## src/rtl/mem_port_arbiter.sv

```systemverilog
// Shares one memory bus between a fetch port (i_*) and a data port (d_*), one transaction in flight.
// Define ARB_RR_EN to alternate grants on conflict; otherwise the data port always wins.
module mem_port_arbiter #(
  parameter int ADDR_W = 64,
  parameter int DATA_W = 64
) (
  input  logic                clk,
  input  logic                rst,
  // fetch port
  input  logic                i_req,
  input  logic [ADDR_W-1:0]   i_addr,
  input  logic                i_kill,
  output logic                i_gnt,
  output logic                i_rvalid,
  output logic [DATA_W-1:0]   i_rdata,
  // data port
  input  logic                d_req,
  input  logic                d_we,
  input  logic [ADDR_W-1:0]   d_addr,
  input  logic [DATA_W-1:0]   d_wdata,
  input  logic [DATA_W/8-1:0] d_wstrb,
  output logic                d_gnt,
  output logic                d_rvalid,
  output logic [DATA_W-1:0]   d_rdata,
  // memory bus
  output logic                bus_valid,
  output logic                bus_we,
  output logic [ADDR_W-1:0]   bus_addr,
  output logic [DATA_W-1:0]   bus_wdata,
  output logic [DATA_W/8-1:0] bus_wstrb,
  input  logic                bus_ready,
  input  logic                bus_rvalid,
  input  logic [DATA_W-1:0]   bus_rdata
);

  localparam logic [1:0] S_IDLE = 2'd0;
  localparam logic [1:0] S_REQ  = 2'd1;
  localparam logic [1:0] S_RESP = 2'd2;

  logic [1:0]          r_state;
  logic                r_owner;   // 0 = fetch, 1 = data
  logic                r_drop;
  logic                r_bus_valid;
  logic                r_bus_we;
  logic [ADDR_W-1:0]   r_bus_addr;
  logic [DATA_W-1:0]   r_bus_wdata;
  logic [DATA_W/8-1:0] r_bus_wstrb;

  logic w_idle;
  logic w_i_ok;
  logic w_i_gnt;
  logic w_d_gnt;
  logic w_any_gnt;
  logic w_kill_own;

  assign w_idle     = (r_state == S_IDLE);
  assign w_i_ok     = i_req & ~i_kill;
  assign w_any_gnt  = w_i_gnt | w_d_gnt;
  assign w_kill_own = i_kill & ~r_owner;

`ifdef ARB_RR_EN
  logic r_last;   // last granted port, 0 = fetch

  always_comb begin
    w_i_gnt = 1'b0;
    w_d_gnt = 1'b0;
    if (w_idle) begin
      if (d_req && w_i_ok) begin
        w_d_gnt = ~r_last;
        w_i_gnt = r_last;
      end else begin
        w_d_gnt = d_req;
        w_i_gnt = w_i_ok;
      end
    end
  end

  always_ff @(posedge clk or negedge rst) begin
    if (!rst) begin
      r_last <= 1'b0;
    end else if (w_any_gnt) begin
      r_last <= w_d_gnt;
    end
  end
`else
  assign w_d_gnt = w_idle & d_req;
  assign w_i_gnt = w_idle & w_i_ok & ~d_req;
`endif

  always_ff @(posedge clk or negedge rst) begin
    if (!rst) begin
      r_state     <= S_IDLE;
      r_owner     <= 1'b0;
      r_drop      <= 1'b0;
      r_bus_valid <= 1'b0;
      r_bus_we    <= 1'b0;
      r_bus_addr  <= '0;
      r_bus_wdata <= '0;
      r_bus_wstrb <= '0;
    end else begin
      case (r_state)
        S_IDLE: begin
          if (w_any_gnt) begin
            r_state     <= S_REQ;
            r_owner     <= w_d_gnt;
            r_drop      <= 1'b0;
            r_bus_valid <= 1'b1;
            r_bus_we    <= w_d_gnt & d_we;
            r_bus_addr  <= w_d_gnt ? d_addr  : i_addr;
            r_bus_wdata <= w_d_gnt ? d_wdata : '0;
            r_bus_wstrb <= w_d_gnt ? d_wstrb : '0;
          end
        end
        S_REQ: begin
          if (w_kill_own) r_drop <= 1'b1;
          if (r_bus_valid && bus_ready) begin
            r_bus_valid <= 1'b0;
            r_state     <= S_RESP;
          end
        end
        S_RESP: begin
          // a kill arriving with the response is too late to suppress it
          if (bus_rvalid) begin
            r_state <= S_IDLE;
            r_drop  <= 1'b0;
          end else if (w_kill_own) begin
            r_drop <= 1'b1;
          end
        end
        default: r_state <= S_IDLE;
      endcase
    end
  end

  assign i_gnt     = w_i_gnt;
  assign d_gnt     = w_d_gnt;
  assign d_rvalid  = (r_state == S_RESP) & bus_rvalid & r_owner;
  assign i_rvalid  = (r_state == S_RESP) & bus_rvalid & ~r_owner & ~r_drop;
  assign d_rdata   = bus_rdata;
  assign i_rdata   = bus_rdata;

  assign bus_valid = r_bus_valid;
  assign bus_we    = r_bus_we;
  assign bus_addr  = r_bus_addr;
  assign bus_wdata = r_bus_wdata;
  assign bus_wstrb = r_bus_wstrb;

endmodule

```

## config.mk

```make
export PLATFORM = sky130hd
export DESIGN_NAME = mem_port_arbiter
export DESIGN_NICKNAME = d
export VERILOG_FILES = /design/src/rtl/mem_port_arbiter.sv
export SDC_FILE = /design/constraint.sdc
export NUM_CORES = 1
export LEC_CHECK = 0
export BUFFER_PORTS_ARGS = -buffer_cell sky130_fd_sc_hd__buf_2
export CAP_MARGIN = 10
export CORE_AREA = 4 4 210 212
export DETAILED_ROUTE_END_ITERATION = 16
export DIE_AREA = 0 0 214 216
export GPL_ROUTABILITY_DRIVEN = 0
export GPL_TIMING_DRIVEN = 1
export RECOVER_POWER = 50
export SLEW_MARGIN = 20
export SYNTH_ARGS = -nofsm -noshare
export SYNTH_HDL_FRONTEND = slang
export SYNTH_SLANG_ARGS = --single-unit
```

## constraint.sdc

```tcl
create_clock -name clk -period 3.56 [get_ports clk]
set_input_delay 0.712 -clock clk [delete_from_list [all_inputs] [get_ports clk]]
set_output_delay 0.712 -clock clk [all_outputs]
set_load 0.01 [all_outputs]
```

==> results of run 1 <==
## cells by family after synthesis
group                      share of synthesized area
buffers and inverters                          0.162
and+or+nand+nor                               0.0123
DFF                                            0.499
AOI/OAI and AO/OA                             0.0976
adders and majority gates                     0.0105
muxes                                          0.219
## state kept, by name (all words and copies together), names as in the netlist
name       cells
bus_addr      64
bus_valid      1
bus_wdata     64
bus_we         1
bus_wstrb      8
r_drop         1
r_owner        1
r_state        2
## stage by stage
stage | power (mW) | cells | cell area, um^2 | util | setup slack, ns
finish | 7.79 | 1305 | 9100 | 0.217 | 0.692
CTS | 8.00 | 1305 | 9120 | 0.218 | 0.597
floorplan | 4.92 | 539 | 7130 | - | 1.39
global placement | 6.01 | 1275 | 8530 | 0.203 | 1.18
global route | 8.33 | 1305 | 9100 | 0.217 | 0.333
detailed placement | 6.09 | 1275 | 8530 | 0.203 | 1.09
## cell type report
cell class              count  area share
flip-flops and latches    142       0.390
well taps                 539      0.0741
repair buffers            356       0.201
clock buffers              20      0.0502
clock inverters            10      0.0154
multi-input cells         235       0.267
inverters                   3     0.00124
## final timing paths
path	to	slack (ns)
setup / recovery	d_gnt	0.69
hold / removal	bus_wstrb[6]	0.48
setup reg to reg	bus_addr[31]	1.11
hold reg to reg	bus_wdata[37]	0.49
max in group asynchronous	bus_addr[15]	0.89
min in group asynchronous	bus_wstrb[3]	0.65
## layer usage
layer	vias up	global-route usage	share of wire	wire, um
met3	62	0.0504	0.12	2360
met5	-	0	0	0
met4	0	0.0482	0.034	660
met2	320	0.138	0.49	9490
li1	2202	-	-	-
met1	2294	0.0789	0.35	6690
## cell usage after synthesis (4+ instances only)
library cell              instances  area share
sky130_fd_sc_hd__a22o_1          73       0.090
sky130_fd_sc_hd__mux2_2         101        0.16
sky130_fd_sc_hd__mux2_4          27       0.057
sky130_fd_sc_hd__nor2b_1          4      0.0035
sky130_fd_sc_hd__ha_1             6       0.011
sky130_fd_sc_hd__buf_2           20       0.014
sky130_fd_sc_hd__nand2_1          6      0.0032
sky130_fd_sc_hd__buf_6            5      0.0079
sky130_fd_sc_hd__buf_4          128        0.13
sky130_fd_sc_hd__dfrtp_1        142        0.50
## where the power goes
group | switching (mW) | internal (mW) | total (mW)
logic | 1.53 | 1.65 | 3.18
clock network | 0.694 | 1.13 | 1.82
registers | 0.405 | 2.39 | 2.80
## critical path, stage by stage (launching register included)
cell and delay [ns]:
sky130_fd_sc_hd__dfrtp_1 0.41, sky130_fd_sc_hd__inv_1 0.13, sky130_fd_sc_hd__ha_1 0.32, sky130_fd_sc_hd__and2_4 0.44
sky130_fd_sc_hd__buf_12 0.23, sky130_fd_sc_hd__buf_2 0.16
==> impl_summary.log, run 1 <==
INFO  metric filler_cell_count = 4545
INFO  metric wire_per_inst = between 10 and 15 um
INFO  metric max_cap_violations = 1
INFO  metric slew_limit_fails = 65
INFO  metric core_area = ~42000 um^2
INFO  metric kind_of_launch_point_of_the_worst_setup_path = flop
INFO  metric layout.cells.most_common_list = sky130_fd_sc_hd__buf_2 (344), sky130_fd_sc_hd__dfrtp_1 (142), sky130_fd_sc_hd__mux2_2 (101)
INFO  metric run_status = finished, violations left
INFO  metric final_hpwl_dp = approximately 15000 um
INFO  metric powerDensity = 857 nW/um^2
INFO  metric relSlewSlack = -0.0974
INFO  metric setup_failing_eps_final = 0
INFO  metric synth_cells = ~540
INFO  metric timing.rr.start = r_state[1]
INFO  metric track_usage = 0.0827
INFO  metric cts_max_level = 4
INFO  metric dominantRegCellSynth = sky130_fd_sc_hd__dfrtp_1
INFO  metric drive_gt1_frac = 0.667
INFO  metric drt_wl_total = 19200 um
INFO  metric path_clk_slew = roughly 0.060 ns
INFO  metric ff_latch_area = between 3000 and 4000 um^2
INFO  metric hold_violations = 0
INFO  metric timing.critical_path.from = r_state[1]
INFO  metric post_cts_buffers = 0
INFO  metric leading_cell_type_in_the_layout_fill_and_taps_excluded = sky130_fd_sc_hd__buf_2
INFO  metric areaGrowthSynthToFinish = 27.7%
INFO  metric postSynth.asyncResetShare = 1.00
INFO  metric holdCritStartpoint = d_wstrb[6]
INFO  metric violations = max-capacitance violations, max-slew violations
INFO  metric synth_seq_area_share = 0.499
INFO  metric placementRows = 75
INFO  metric fmax = 349 MHz
INFO  metric tritoncts.num_buffers = 17
INFO  metric cts_resized = 0
INFO  metric synth.lib_cells_used.distinct = 25
INFO  metric layout_min_cycle_time = between 2 and 3 ns
INFO  metric whs = about 0.48 ns
INFO  metric die_width = 214 um
INFO  metric synth_seq_cells = 142
INFO  metric port-buffer-count = 349
INFO  metric initial_utilization = 0.170
INFO  metric synth.avg_cell_area = between 10 and 15 um^2
INFO  metric drc_errors = 0
INFO  metric vias_per_cell = 3.74
INFO  metric combined_area_of_all_synthesized_cells = 7130 um^2
INFO  metric antenna-diode-count = 0
INFO  metric cts-hold-fix-buffers = 0
INFO  metric die_span_y = about 220 um
INFO  metric first_pass_iters = 4
INFO  metric crit_path_max_fanout = 28
INFO  metric worst_slew_pin_slew = ~1.6 ns
INFO  metric period_utilization = 0.806
INFO  metric worst_hold_class = in2reg
INFO  metric length_in_cells_of_the_worst_reg_to_reg_path = 6
INFO  metric synthesis.nets = around 820
INFO  metric multi_input_area = 2430 um^2
INFO  metric fin_nets = approximately 1000
INFO  metric worst_setup_path_end_kind = output port
INFO  metric global_route_wire_length_before_repair = between 20000 and 30000 um
INFO  metric timing.critical_path.required = 2.85 ns
INFO  metric drt_iter0_markers = around 90
INFO  metric cts.sinks = ~140
INFO  metric cp.arrival = 2.16 ns
INFO  metric globalRoute.totalOverflow = 0
INFO  metric ir_worst_vdd = ~400 uV
INFO  metric route.vias.total = around 4900
INFO  metric number_of_antenna_violations_at_the_first_check_in_global_routing = 0
INFO  metric die-area = between 40000 and 50000 um^2
INFO  metric io_pins = between 500 and 600
INFO  metric synth_enable_flop_cells = 0
INFO  metric pin_count_of_the_biggest_net_entering_global_routing = 80
INFO  metric tritoncts_clock_tree = done
INFO  metric power.static_leakage = 4.52 nW
INFO  metric synth_warnings = 0
INFO  metric worst_hold_path.num_cells = 2
INFO  metric clk_latency = roughly 0.46 ns
INFO  metric totalNegativeSetupSlack = 0 ns
INFO  metric clock_tree.buffer_depth = 2
INFO  metric skew = between 0.006 and 0.007 ns
INFO  metric clock_tree.root_cell = sky130_fd_sc_hd__clkbuf_16
INFO  metric criticalPathCategory = reg2out
INFO  metric unrepaired_setup_endpoints_after_global_routing = no
INFO  metric final_antenna_net_count = 0
INFO  metric number_of_global_route_vias_before_repair = 5291
No activity file was read; power rests on OpenSTA's default activity.
==> run 2, diff against run 1 <==
--- a/config.mk
+++ b/config.mk
@@ -7,9 +7,9 @@
 export LEC_CHECK = 0
 export BUFFER_PORTS_ARGS = -buffer_cell sky130_fd_sc_hd__buf_2
 export CAP_MARGIN = 10
-export CORE_AREA = 4 4 210 212
+export CORE_AREA = 4 4 211 213
 export DETAILED_ROUTE_END_ITERATION = 16
-export DIE_AREA = 0 0 214 216
+export DIE_AREA = 0 0 215 217
 export GPL_ROUTABILITY_DRIVEN = 0
 export GPL_TIMING_DRIVEN = 1
 export RECOVER_POWER = 50
==> constraint.sdc (replaced) <==
create_clock -name clk -period 3 [get_ports clk]
set_input_delay 0.6 -clock clk [delete_from_list [all_inputs] [get_ports clk]]
set_output_delay 0.6 -clock clk [all_outputs]
set_load 0.01 [all_outputs]
==> impl_summary.log, run 2 (synthesis results as in run 1) <==
INFO  metric io_pins = 542 (unchanged)
INFO  metric number_of_antenna_violations_at_the_first_check_in_global_routing = 2 (+2)
INFO  metric pin_count_of_the_biggest_net_entering_global_routing = 84 (+5.0%)
INFO  metric vias_per_cell = 3.75 (+0.23%)
INFO  metric relSlewSlack = -0.0190 (+0.0784)
INFO  metric clock_tree.buffer_depth = 2 (unchanged)
INFO  metric worst_hold_class = in2reg
INFO  metric core_area = 42700 um^2 (+1.8%)
INFO  metric max_cap_violations = 1 (unchanged)
INFO  metric crit_path_max_fanout = 56 (+100%)
INFO  metric tritoncts_clock_tree = done
INFO  metric initial_utilization = 0.167 (-0.00298)
INFO  metric post_cts_buffers = 0 (unchanged)
INFO  metric slew_limit_fails = 29 (-55%)
INFO  metric drc_errors = 0 (unchanged)
INFO  metric ff_latch_area = 3550 um^2 (unchanged)
INFO  metric die_width = 215 um (+0.47%)
INFO  metric period_utilization = 0.889
INFO  metric power.static_leakage = 4.53 nW (+0.27%)
INFO  metric detailed_place.area = 8540 um^2 (+0.19%)
INFO  metric tritoncts.num_buffers = 17 (unchanged)
INFO  metric cts_max_level = 4 (unchanged)
INFO  metric critPathTopFamily = buffers and inverters
INFO  metric worst_slew_pin_slew = 1.53 ns (-0.118 ns)
INFO  metric totalNegativeSetupSlack = 0 ns (unchanged)
INFO  metric route.vias.total = 4938 (+1.2%)
INFO  metric die-area = 46700 um^2 (+0.93%)
INFO  metric final_antenna_net_count = 0 (unchanged)
INFO  metric setup_failing_eps_final = 0 (unchanged)
INFO  metric violations = max-capacitance violations, max-slew violations
INFO  metric run_status = finished, violations left
INFO  metric kind_of_launch_point_of_the_worst_setup_path = flop
INFO  metric clock_tree.root_cell = sky130_fd_sc_hd__clkbuf_16
INFO  metric areaGrowthSynthToFinish = 28.6%
INFO  metric worst_setup_path_end_kind = output port
INFO  metric unrepaired_setup_endpoints_after_global_routing = no
INFO  metric die_span_y = 217 um (+0.46%)
INFO  metric cp.arrival = 2.07 ns (-0.09 ns)
INFO  metric layout.cells.most_common_list = sky130_fd_sc_hd__buf_2 (343), sky130_fd_sc_hd__dfrtp_1 (142), sky130_fd_sc_hd__mux2_2 (101)
INFO  metric fmax = approximately 370 MHz
INFO  metric timing.critical_path.required = 2.40 ns (-0.45 ns)
INFO  metric drive_gt1_frac = 0.665 (-0.00217)
INFO  metric timing.critical_path.slowest_stage_cell = sky130_fd_sc_hd__dfrtp_1
INFO  metric number_of_global_route_vias_before_repair = 5339 (+0.91%)
INFO  metric drt_iter0_markers = 136 (+53%)
INFO  metric critPathMaxStageDelay = 0.41 ns (-0.03 ns)
INFO  metric path_cells = inv_1 -> ha_1 -> and2_4 -> buf_12 -> buf_2
INFO  metric drt_wl_total = 20000 um (+4.0%)
INFO  metric design_area = 9160 um^2 (+0.67%)
INFO  metric first_pass_iters = 4 (unchanged)
INFO  metric criticalPathCategory = reg2out
INFO  metric cts.sinks = 142 (unchanged)
INFO  metric track_usage = 0.0853 (+0.00256)
INFO  metric path_clk_slew = 0.06 ns (about the same)
INFO  metric critical_path_buf_inv_count = 3 (unchanged)
INFO  metric hold_violations = 0 (unchanged)
INFO  metric leading_cell_type_in_the_layout_fill_and_taps_excluded = sky130_fd_sc_hd__buf_2
INFO  metric layout_min_cycle_time = 2.67 ns
INFO  metric globalRoute.totalOverflow = 0 (unchanged)
INFO  metric multi_input_area = 2430 um^2 (unchanged)
INFO  metric port-buffer-count = 349 (unchanged)
INFO  metric skew = 0.0195 ns (+0.0133 ns)
INFO  metric powerDensity = 1020 nW/um^2 (+19%)
INFO  metric final_hpwl_dp = 15100 um (+3.0%)
INFO  metric ir_worst_vdd = 493 uV (+22%)
INFO  metric final_cells = 1318 (+1.0%)
INFO  metric fin_nets = 1035 (+0.19%)
INFO  metric clk_latency = 0.46 ns (about the same)
INFO  metric filler_cell_count = 4602 (+1.3%)
INFO  metric wire_per_inst = 15.1 um (+3.0%)
INFO  metric placedCellCount = 1283 (+0.63%)
INFO  metric placementRows = 76 (+1.3%)
INFO  metric global_route_wire_length_before_repair = 30300 um (+2.9%)
==> run 2: layout make-up <==
type,count,share of cell area
sequential,142,0.388
multi-input combinational,235,0.266
timing repair buffer,358,0.202
tap,546,0.0746
clock buffer,21,0.0514
clock inverter,11,0.0169
inverter,3,0.00123
antenna,2,0.000546
==> run 2: path summary, 6_finish.rpt <==
path	end	depth (start not counted)	from	slack [ns]
worst max-delay path	d_gnt	5	r_state[1]	0.33
worst min-delay path	bus_wdata[12]	2	d_wdata[12]	0.36
worst max register to register	bus_addr[32]	6	r_state[1]	0.79
worst min register to register	bus_wdata[44]	1	bus_wdata[44]	0.49
max in group asynchronous	bus_addr[1]	3	rst	0.61
min in group asynchronous	bus_addr[26]	2	rst	0.59
==> run 2: per-layer routing <==
| metal | vias to the layer above | routed length (um) | track usage | part of all wire |
|---|---|---|---|---|
| li1 | 2220 | - | - | - |
| met1 | 2366 | 7100 | 0.0844 | 0.36 |
| met2 | 287 | 9900 | 0.143 | 0.50 |
| met3 | 65 | 2150 | 0.0438 | 0.11 |
| met4 | 0 | 809 | 0.0520 | 0.041 |
| met5 | - | 0 | 0 | 0 |
==> run 2: stage by stage <==
stage | power [mW] | hold WS, ns | setup slack (ns) | utilization
final | 9.36 | 0.361 | 0.333 | 0.215
after global routing | 10.0 | 0.325 | 0.135 | 0.214
after CTS | 9.59 | 0.296 | 0.247 | 0.215
after detailed placement | 7.21 | 0.478 | 0.793 | 0.200
after global placement | 7.12 | 0.477 | 0.842 | 0.200
after floorplan | 5.83 | 0.304 | 0.942 | -
==> run 2: worst register-to-register path, delay by kind of cell (launching register included) <==
family | cells | cell delay [ns]
simple gates | 1 | 0.23
mux | 2 | 0.73
fa+ha+maj | 1 | 0.33
buf+inv | 2 | 0.39
flops | 1 | 0.41
==> run 2: what timing repair did <==
| action | in CTS | in global routing |
|---|---|---|
| gates resized for setup | 0 | 0 |
| hold buffers | 1 | 0 |
| hold endpoints to repair | 4 | 0 |
==> run 2: where the power goes <==
group | leakage (nW) | switching, mW | internal [mW]
combinational | 2.51 | 1.82 | 1.96
clock | 0.293 | 0.875 | 1.38
sequential | 1.73 | 0.490 | 2.84
total | 4.53 | 3.19 | 6.17
